$ cat config.mk
export PLATFORM = sky130hd
export DESIGN_NAME = icache_ctrl
export DESIGN_NICKNAME = d
export VERILOG_FILES = /design/src/rtl/icache_pkg.sv /design/src/rtl/icache_ctrl.sv
export SDC_FILE = /design/constraint.sdc
export NUM_CORES = 1
export LEC_CHECK = 0
export BUFFER_PORTS_ARGS = -buffer_cell sky130_fd_sc_hd__buf_2
export CORE_ASPECT_RATIO = 0.5
export CORE_MARGIN = 4
export CORE_UTILIZATION = 45
export DETAILED_ROUTE_END_ITERATION = 10
export PLACE_DENSITY_LB_ADDON = 0.1
export SYNTH_ARGS = -nofsm -noshare
export SYNTH_HDL_FRONTEND = slang
export SYNTH_SLANG_ARGS = --single-unit
$ cat constraint.sdc
create_clock -name clk -period 3.1 [get_ports clk]
set_input_delay 0.31 -clock clk [delete_from_list [all_inputs] [get_ports clk]]
set_output_delay 0.31 -clock clk [all_outputs]
set_load 0.005 [all_outputs]
$ cat src/rtl/icache_pkg.sv
// Shared types, constants and address-field helpers for the instruction-cache controller.
package icache_pkg;

    localparam int TAG_W   = 20;
    localparam int INDEX_W = 7;
    localparam int WORDS   = 8;
    localparam int OFFS_W  = 3;
    localparam int SETS    = 1 << INDEX_W;
    localparam int ENTRY_W = TAG_W + 1;

    typedef enum logic [2:0] {
        S_INIT,
        S_IDLE,
        S_LOOKUP,
        S_MISS,
        S_REFILL,
        S_REPLAY,
        S_INV
    } state_t;

    typedef struct packed {
        logic             valid;
        logic [TAG_W-1:0] tag;
    } tag_entry_t;

    typedef struct packed {
        logic [TAG_W-1:0]   tag;
        logic [INDEX_W-1:0] index;
        logic [OFFS_W-1:0]  offset;
        logic [1:0]         byte_sel;
    } addr_fields_t;

    function automatic addr_fields_t split_addr(input logic [31:0] addr);
        return addr_fields_t'(addr);
    endfunction

    function automatic logic [31:0] line_base(input logic [TAG_W-1:0] tag,
                                              input logic [INDEX_W-1:0] index);
        return {tag, index, 5'b0};
    endfunction

endpackage

$ cat src/rtl/icache_ctrl.sv
// Direct-mapped instruction-cache sequencer for external tag/data RAMs: reset sweep,
// lookup, 8-beat line refill and single-set invalidation.
//
//   state  | meaning
//   INIT   | post-reset sweep, clears one tag entry per cycle
//   IDLE   | accept an invalidate (wins) or a fetch
//   LOOKUP | RAM read returned; a hit delivers data and may take the next fetch
//   MISS   | line request held until memory acknowledges
//   REFILL | write returning beats; the last beat also writes the tag
//   REPLAY | re-read the freshly filled set
//   INV    | clear the tag of the registered set
module icache_ctrl
    import icache_pkg::*;
(
    input  logic               clk,
    input  logic               rst,

    input  logic               cpu_req,
    input  logic [31:0]        cpu_addr,
    output logic               cpu_addr_ok,
    output logic               cpu_data_ok,

    input  logic               inv_req,
    input  logic [INDEX_W-1:0] inv_index,
    output logic               inv_ack,

    output logic               tag_en,
    output logic [3:0]         tag_wen,
    output logic [INDEX_W-1:0] tag_index,
    output logic [ENTRY_W-1:0] tag_wdata,
    input  logic [ENTRY_W-1:0] tag_rdata,

    output logic               data_en,
    output logic [WORDS-1:0]   data_wen,
    output logic [INDEX_W-1:0] data_index,
    output logic [31:0]        data_wdata,

    output logic               mem_req,
    output logic [31:0]        mem_addr,
    input  logic               mem_ack,
    input  logic               mem_rvalid,
    input  logic               mem_rlast,
    input  logic [31:0]        mem_rdata
);

    localparam logic [INDEX_W-1:0] LAST_SET = INDEX_W'(SETS - 1);

    state_t             state_q, state_d;
    logic [INDEX_W-1:0] cnt_q, cnt_d;
    addr_fields_t       addr_q, addr_d;
    logic [INDEX_W-1:0] inv_q, inv_d;

    addr_fields_t req;
    tag_entry_t   rd_entry;
    tag_entry_t   fill_entry;
    logic         hit;
    logic         unused_addr_bits;

    assign req        = split_addr(cpu_addr);
    assign rd_entry   = tag_entry_t'(tag_rdata);
    assign hit        = rd_entry.valid && (rd_entry.tag == addr_q.tag);
    assign fill_entry = '{valid: 1'b1, tag: addr_q.tag};

    // Word offset and byte lanes only matter to the fetch stage reading the data RAM.
    assign unused_addr_bits = ^{addr_q.offset, addr_q.byte_sel};

    always_ff @(posedge clk or posedge rst) begin
        if (rst) begin
            state_q <= S_INIT;
            cnt_q   <= '0;
            addr_q  <= '0;
            inv_q   <= '0;
        end else begin
            state_q <= state_d;
            cnt_q   <= cnt_d;
            addr_q  <= addr_d;
            inv_q   <= inv_d;
        end
    end

    // Outputs are held low while rst is high so a reset mid-burst silences the RAMs at once.
    always_comb begin
        state_d     = state_q;
        cnt_d       = cnt_q;
        addr_d      = addr_q;
        inv_d       = inv_q;
        cpu_addr_ok = 1'b0;
        cpu_data_ok = 1'b0;
        inv_ack     = 1'b0;
        tag_en      = 1'b0;
        tag_wen     = 4'h0;
        tag_index   = '0;
        tag_wdata   = '0;
        data_en     = 1'b0;
        data_wen    = '0;
        data_index  = '0;
        data_wdata  = '0;
        mem_req     = 1'b0;
        mem_addr    = '0;

        if (!rst) begin
            case (state_q)
                S_INIT: begin
                    tag_en    = 1'b1;
                    tag_wen   = 4'hF;
                    tag_index = cnt_q;
                    cnt_d     = cnt_q + 1'b1;
                    if (cnt_q == LAST_SET) begin
                        cnt_d   = '0;
                        state_d = S_IDLE;
                    end
                end

                S_IDLE: begin
                    if (inv_req) begin
                        inv_ack = 1'b1;
                        inv_d   = inv_index;
                        state_d = S_INV;
                    end else begin
                        cpu_addr_ok = 1'b1;
                        if (cpu_req) begin
                            addr_d     = req;
                            tag_en     = 1'b1;
                            data_en    = 1'b1;
                            tag_index  = req.index;
                            data_index = req.index;
                            state_d    = S_LOOKUP;
                        end
                    end
                end

                S_LOOKUP: begin
                    if (hit) begin
                        cpu_data_ok = 1'b1;
                        if (inv_req) begin
                            // Drop back to IDLE so the pending invalidate gets its slot.
                            state_d = S_IDLE;
                        end else begin
                            cpu_addr_ok = 1'b1;
                            if (cpu_req) begin
                                addr_d     = req;
                                tag_en     = 1'b1;
                                data_en    = 1'b1;
                                tag_index  = req.index;
                                data_index = req.index;
                            end else begin
                                state_d = S_IDLE;
                            end
                        end
                    end else begin
                        state_d = S_MISS;
                    end
                end

                S_MISS: begin
                    mem_req  = 1'b1;
                    mem_addr = line_base(addr_q.tag, addr_q.index);
                    if (mem_ack) begin
                        cnt_d   = '0;
                        state_d = S_REFILL;
                    end
                end

                S_REFILL: begin
                    if (mem_rvalid) begin
                        data_en    = 1'b1;
                        data_wen   = WORDS'(1) << cnt_q[OFFS_W-1:0];
                        data_index = addr_q.index;
                        data_wdata = mem_rdata;
                        cnt_d      = cnt_q + 1'b1;
                        if (mem_rlast) begin
                            // A short burst still ends the refill; the counter simply restarts.
                            tag_en    = 1'b1;
                            tag_wen   = 4'hF;
                            tag_index = addr_q.index;
                            tag_wdata = fill_entry;
                            cnt_d     = '0;
                            state_d   = S_REPLAY;
                        end
                    end
                end

                S_REPLAY: begin
                    tag_en     = 1'b1;
                    data_en    = 1'b1;
                    tag_index  = addr_q.index;
                    data_index = addr_q.index;
                    state_d    = S_LOOKUP;
                end

                S_INV: begin
                    tag_en    = 1'b1;
                    tag_wen   = 4'hF;
                    tag_index = inv_q;
                    state_d   = S_IDLE;
                end

                default: begin
                    state_d = S_INIT;
                    cnt_d   = '0;
                end
            endcase
        end
    end

endmodule

==> results.sh <==
export IMPL_n_fill_cell=784
export IMPL_irDropWorstVdd_uv=299
export IMPL_ys_flop_type="dfrtp_1"
export IMPL_grt_antenna_before_repair=1
export IMPL_cts_resized=0
export IMPL_final_hold_viol_count=0
export IMPL_relSlewSlack=0.454
export IMPL_synth_edff_count=0
export IMPL_die_width_um=138
export IMPL_drv_slew=0
export IMPL_postCtsHoldBufs=0
export IMPL_seq_area_frac_synth=0.288
export IMPL_ant_nets=0
export IMPL_worstMarginPinSlew_ns=0.819
export IMPL_ys_warn_count=0
export IMPL_cp_max_fo=30
export IMPL_layout_nets=780
export IMPL_cts_setup_buffers=0
export IMPL_whs_ns=0.0834
export IMPL_cts_max_level=2
export IMPL_syn_inst=499
export IMPL_drc_errors=0
export IMPL_max_cap_violations=0
export IMPL_min_delay_path_class="input pin to async pin"
export IMPL_clock_sinks=44
export IMPL_grt_pass1_wl_um=20800
export IMPL_drt_first_pass_iters=5
export IMPL_layout_commonest_cell="buf_2"
export IMPL_port_buffers=205
export IMPL_r2r_setup_slack_ns=0.62
export IMPL_setup_violations=0
export IMPL_synth_cell_type_count=50
export IMPL_drt_total_wl_um=13100
export IMPL_start_kind="flop"
export IMPL_path_clk_slew_ns=0.07
export IMPL_cts_root_buf="clkbuf_16"
export IMPL_post_dp_hpwl_um=9490
export IMPL_start_util=0.469
export IMPL_fmax_mhz=354
export IMPL_grt_max_degree=58
export IMPL_coreArea_um2=8140
export IMPL_routabilityCongestion=0.848
export IMPL_required_ns=2.79
export IMPL_total_power_w=0.00289
export IMPL_finalClockSkew_ns=0.00760
export IMPL_ys_ff_latch=44
export IMPL_power_density_nw_per_um2=570
export IMPL_drtIter0Drc=247
export IMPL_dieArea_um2=10100
export IMPL_min_period_over_period=0.912
export IMPL_clk_latency_ns=0.29
export IMPL_run_status="complete, no violations"
export IMPL_cts_tree="yes"
export IMPL_utilization=0.623
export IMPL_reg2reg_depth=5
export IMPL_ctsLongestPathBuffers=2
export IMPL_final_cell_mix="buf_2 (205), nand3_1 (79), and2_1 (63), and3_1 (53), dfrtp_1 (44)"
export IMPL_r2r_end="addr_q[8]$_DFFE_PP0P_"
export IMPL_layout_min_cycle_time_ns=2.83
export IMPL_numCtsBuffers=5
export IMPL_syn2layout_area_growth_pct=32.8
export IMPL_cp_arrival_ns=2.52
export IMPL_ioPinCount=216
export IMPL_synthArstFlopShare=1.00
export IMPL_leakage_nw=2.81
export IMPL_syn_area_um2=3820
export IMPL_r2r_start="state_q[1]$_DFFE_PP0P_"
export IMPL_final_layout_size_suffix_gt1_frac=0.362
export IMPL_rows=23
export IMPL_grt_pass1_vias=4112
export IMPL_crit_path_end_kind="output port"
export IMPL_vias_per_cell=5.59
export IMPL_setup_tns_ns=0
export IMPL_syn_area_per_cell_um2=7.66
export IMPL_critical_path_class="flop to output port"
export IMPL_vias=4409
export IMPL_rsz0062_at_grt="false"
export IMPL_avgRoutedWirePerCell_um=16.7
export IMPL_grt_use_total=0.252
export IMPL_fp_dieH_um=73.2
export IMPL_grt_remaining_overflow=0
sequential cells by signal, indices dropped and copies added, names as in the netlist:
name	count
addr_q	27
cnt_q	7
inv_q	7
state_q	3
area by class of cell:
cell class | instances | area, µm² | area share
repair buffers | 219 | 1140 | 0.225
diodes | 1 | 2.50 | 0.000493
inverters | 7 | 26.3 | 0.00517
flip-flops and latches | 44 | 1100 | 0.217
clock inverters | 3 | 42.5 | 0.00838
clock buffers | 5 | 125 | 0.0246
multi-input cells | 398 | 2500 | 0.492
well taps | 112 | 140 | 0.0276
worst max-delay path, cell delays in order, from the launching register on:
cell     delay [ns]
dfrtp_1        0.43
xnor2_1        0.17
nand4_1        0.21
or4_4          0.77
o31a_1         0.41
o21ai_1        0.10
buf_2          0.13
power by group:
group	switching, W	leakage (nW)	internal (W)
clock	0.000238	0.0798	0.000379
sequential	0.000272	0.570	0.000781
combinational	0.000661	2.16	0.000564
cells in the mapped netlist (3+ instances only):
cell type | count | area share
nand3_1 | 79 | 0.10
and2_1 | 63 | 0.10
and3_1 | 53 | 0.087
dfrtp_1 | 44 | 0.29
clkbuf_1 | 38 | 0.037
nand2_1 | 33 | 0.032
o211ai_1 | 20 | 0.039
xnor2_1 | 20 | 0.046
o21ai_1 | 18 | 0.024
nor2_1 | 16 | 0.016
a21oi_1 | 10 | 0.013
o21ai_0 | 9 | 0.012
buf_4 | 8 | 0.016
mux2_2 | 8 | 0.024
a22oi_1 | 7 | 0.014
o31a_1 | 7 | 0.016
buf_2 | 6 | 0.0079
ha_1 | 6 | 0.020
inv_1 | 6 | 0.0059
nor2b_1 | 6 | 0.0098
nand4_1 | 4 | 0.0065
a31oi_1 | 3 | 0.0049
nor3_1 | 3 | 0.0039
o31ai_1 | 3 | 0.0059
worst max path at each step:
stage	slack (ns)	depth (start not counted)	from	end
after floorplan	0.47	6	rst	mem_addr[22]
after global placement	0.60	6	addr_q[25]$_DFFE_PP0P_	tag_index[5]
after detailed placement	0.61	6	addr_q[13]$_DFFE_PP0P_	tag_index[5]
after CTS	0.29	6	addr_q[25]$_DFFE_PP0P_	tag_index[4]
after global routing	0.11	6	addr_q[15]$_DFFE_PP0P_	tag_index[6]
final	0.27	6	addr_q[25]$_DFFE_PP0P_	tag_index[5]
routing by layer:
metal,GRT usage,vias to the layer above,part of all wire
met5,0,-,0.00091
met4,0.0427,2,0.0073
met3,0.0700,10,0.086
met2,0.444,190,0.49
met1,0.319,2095,0.41
li1,-,2112,-
cell families after synthesis:
| kind of cell | synth area share |
|---|---|
| mux | 0.0288 |
| flops | 0.288 |
| compound gates | 0.151 |
| other cells | 0.000981 |
| fa+ha+maj | 0.0196 |
| xor+xnor | 0.0481 |
| simple gates | 0.392 |
| buf+inv | 0.0717 |
through the flow:
| stage | instance area, µm² | worst slack (ns) | cells |
|---|---|---|---|
| CTS | 5070 | 0.287 | 788 |
| detailed placement | 4910 | 0.609 | 780 |
| global placement | 4910 | 0.599 | 780 |
| floorplan | 3840 | 0.474 | 503 |
| finish | 5080 | 0.274 | 789 |
| global route | 5070 | 0.114 | 788 |
No activity file was read; power rests on OpenSTA's default activity.
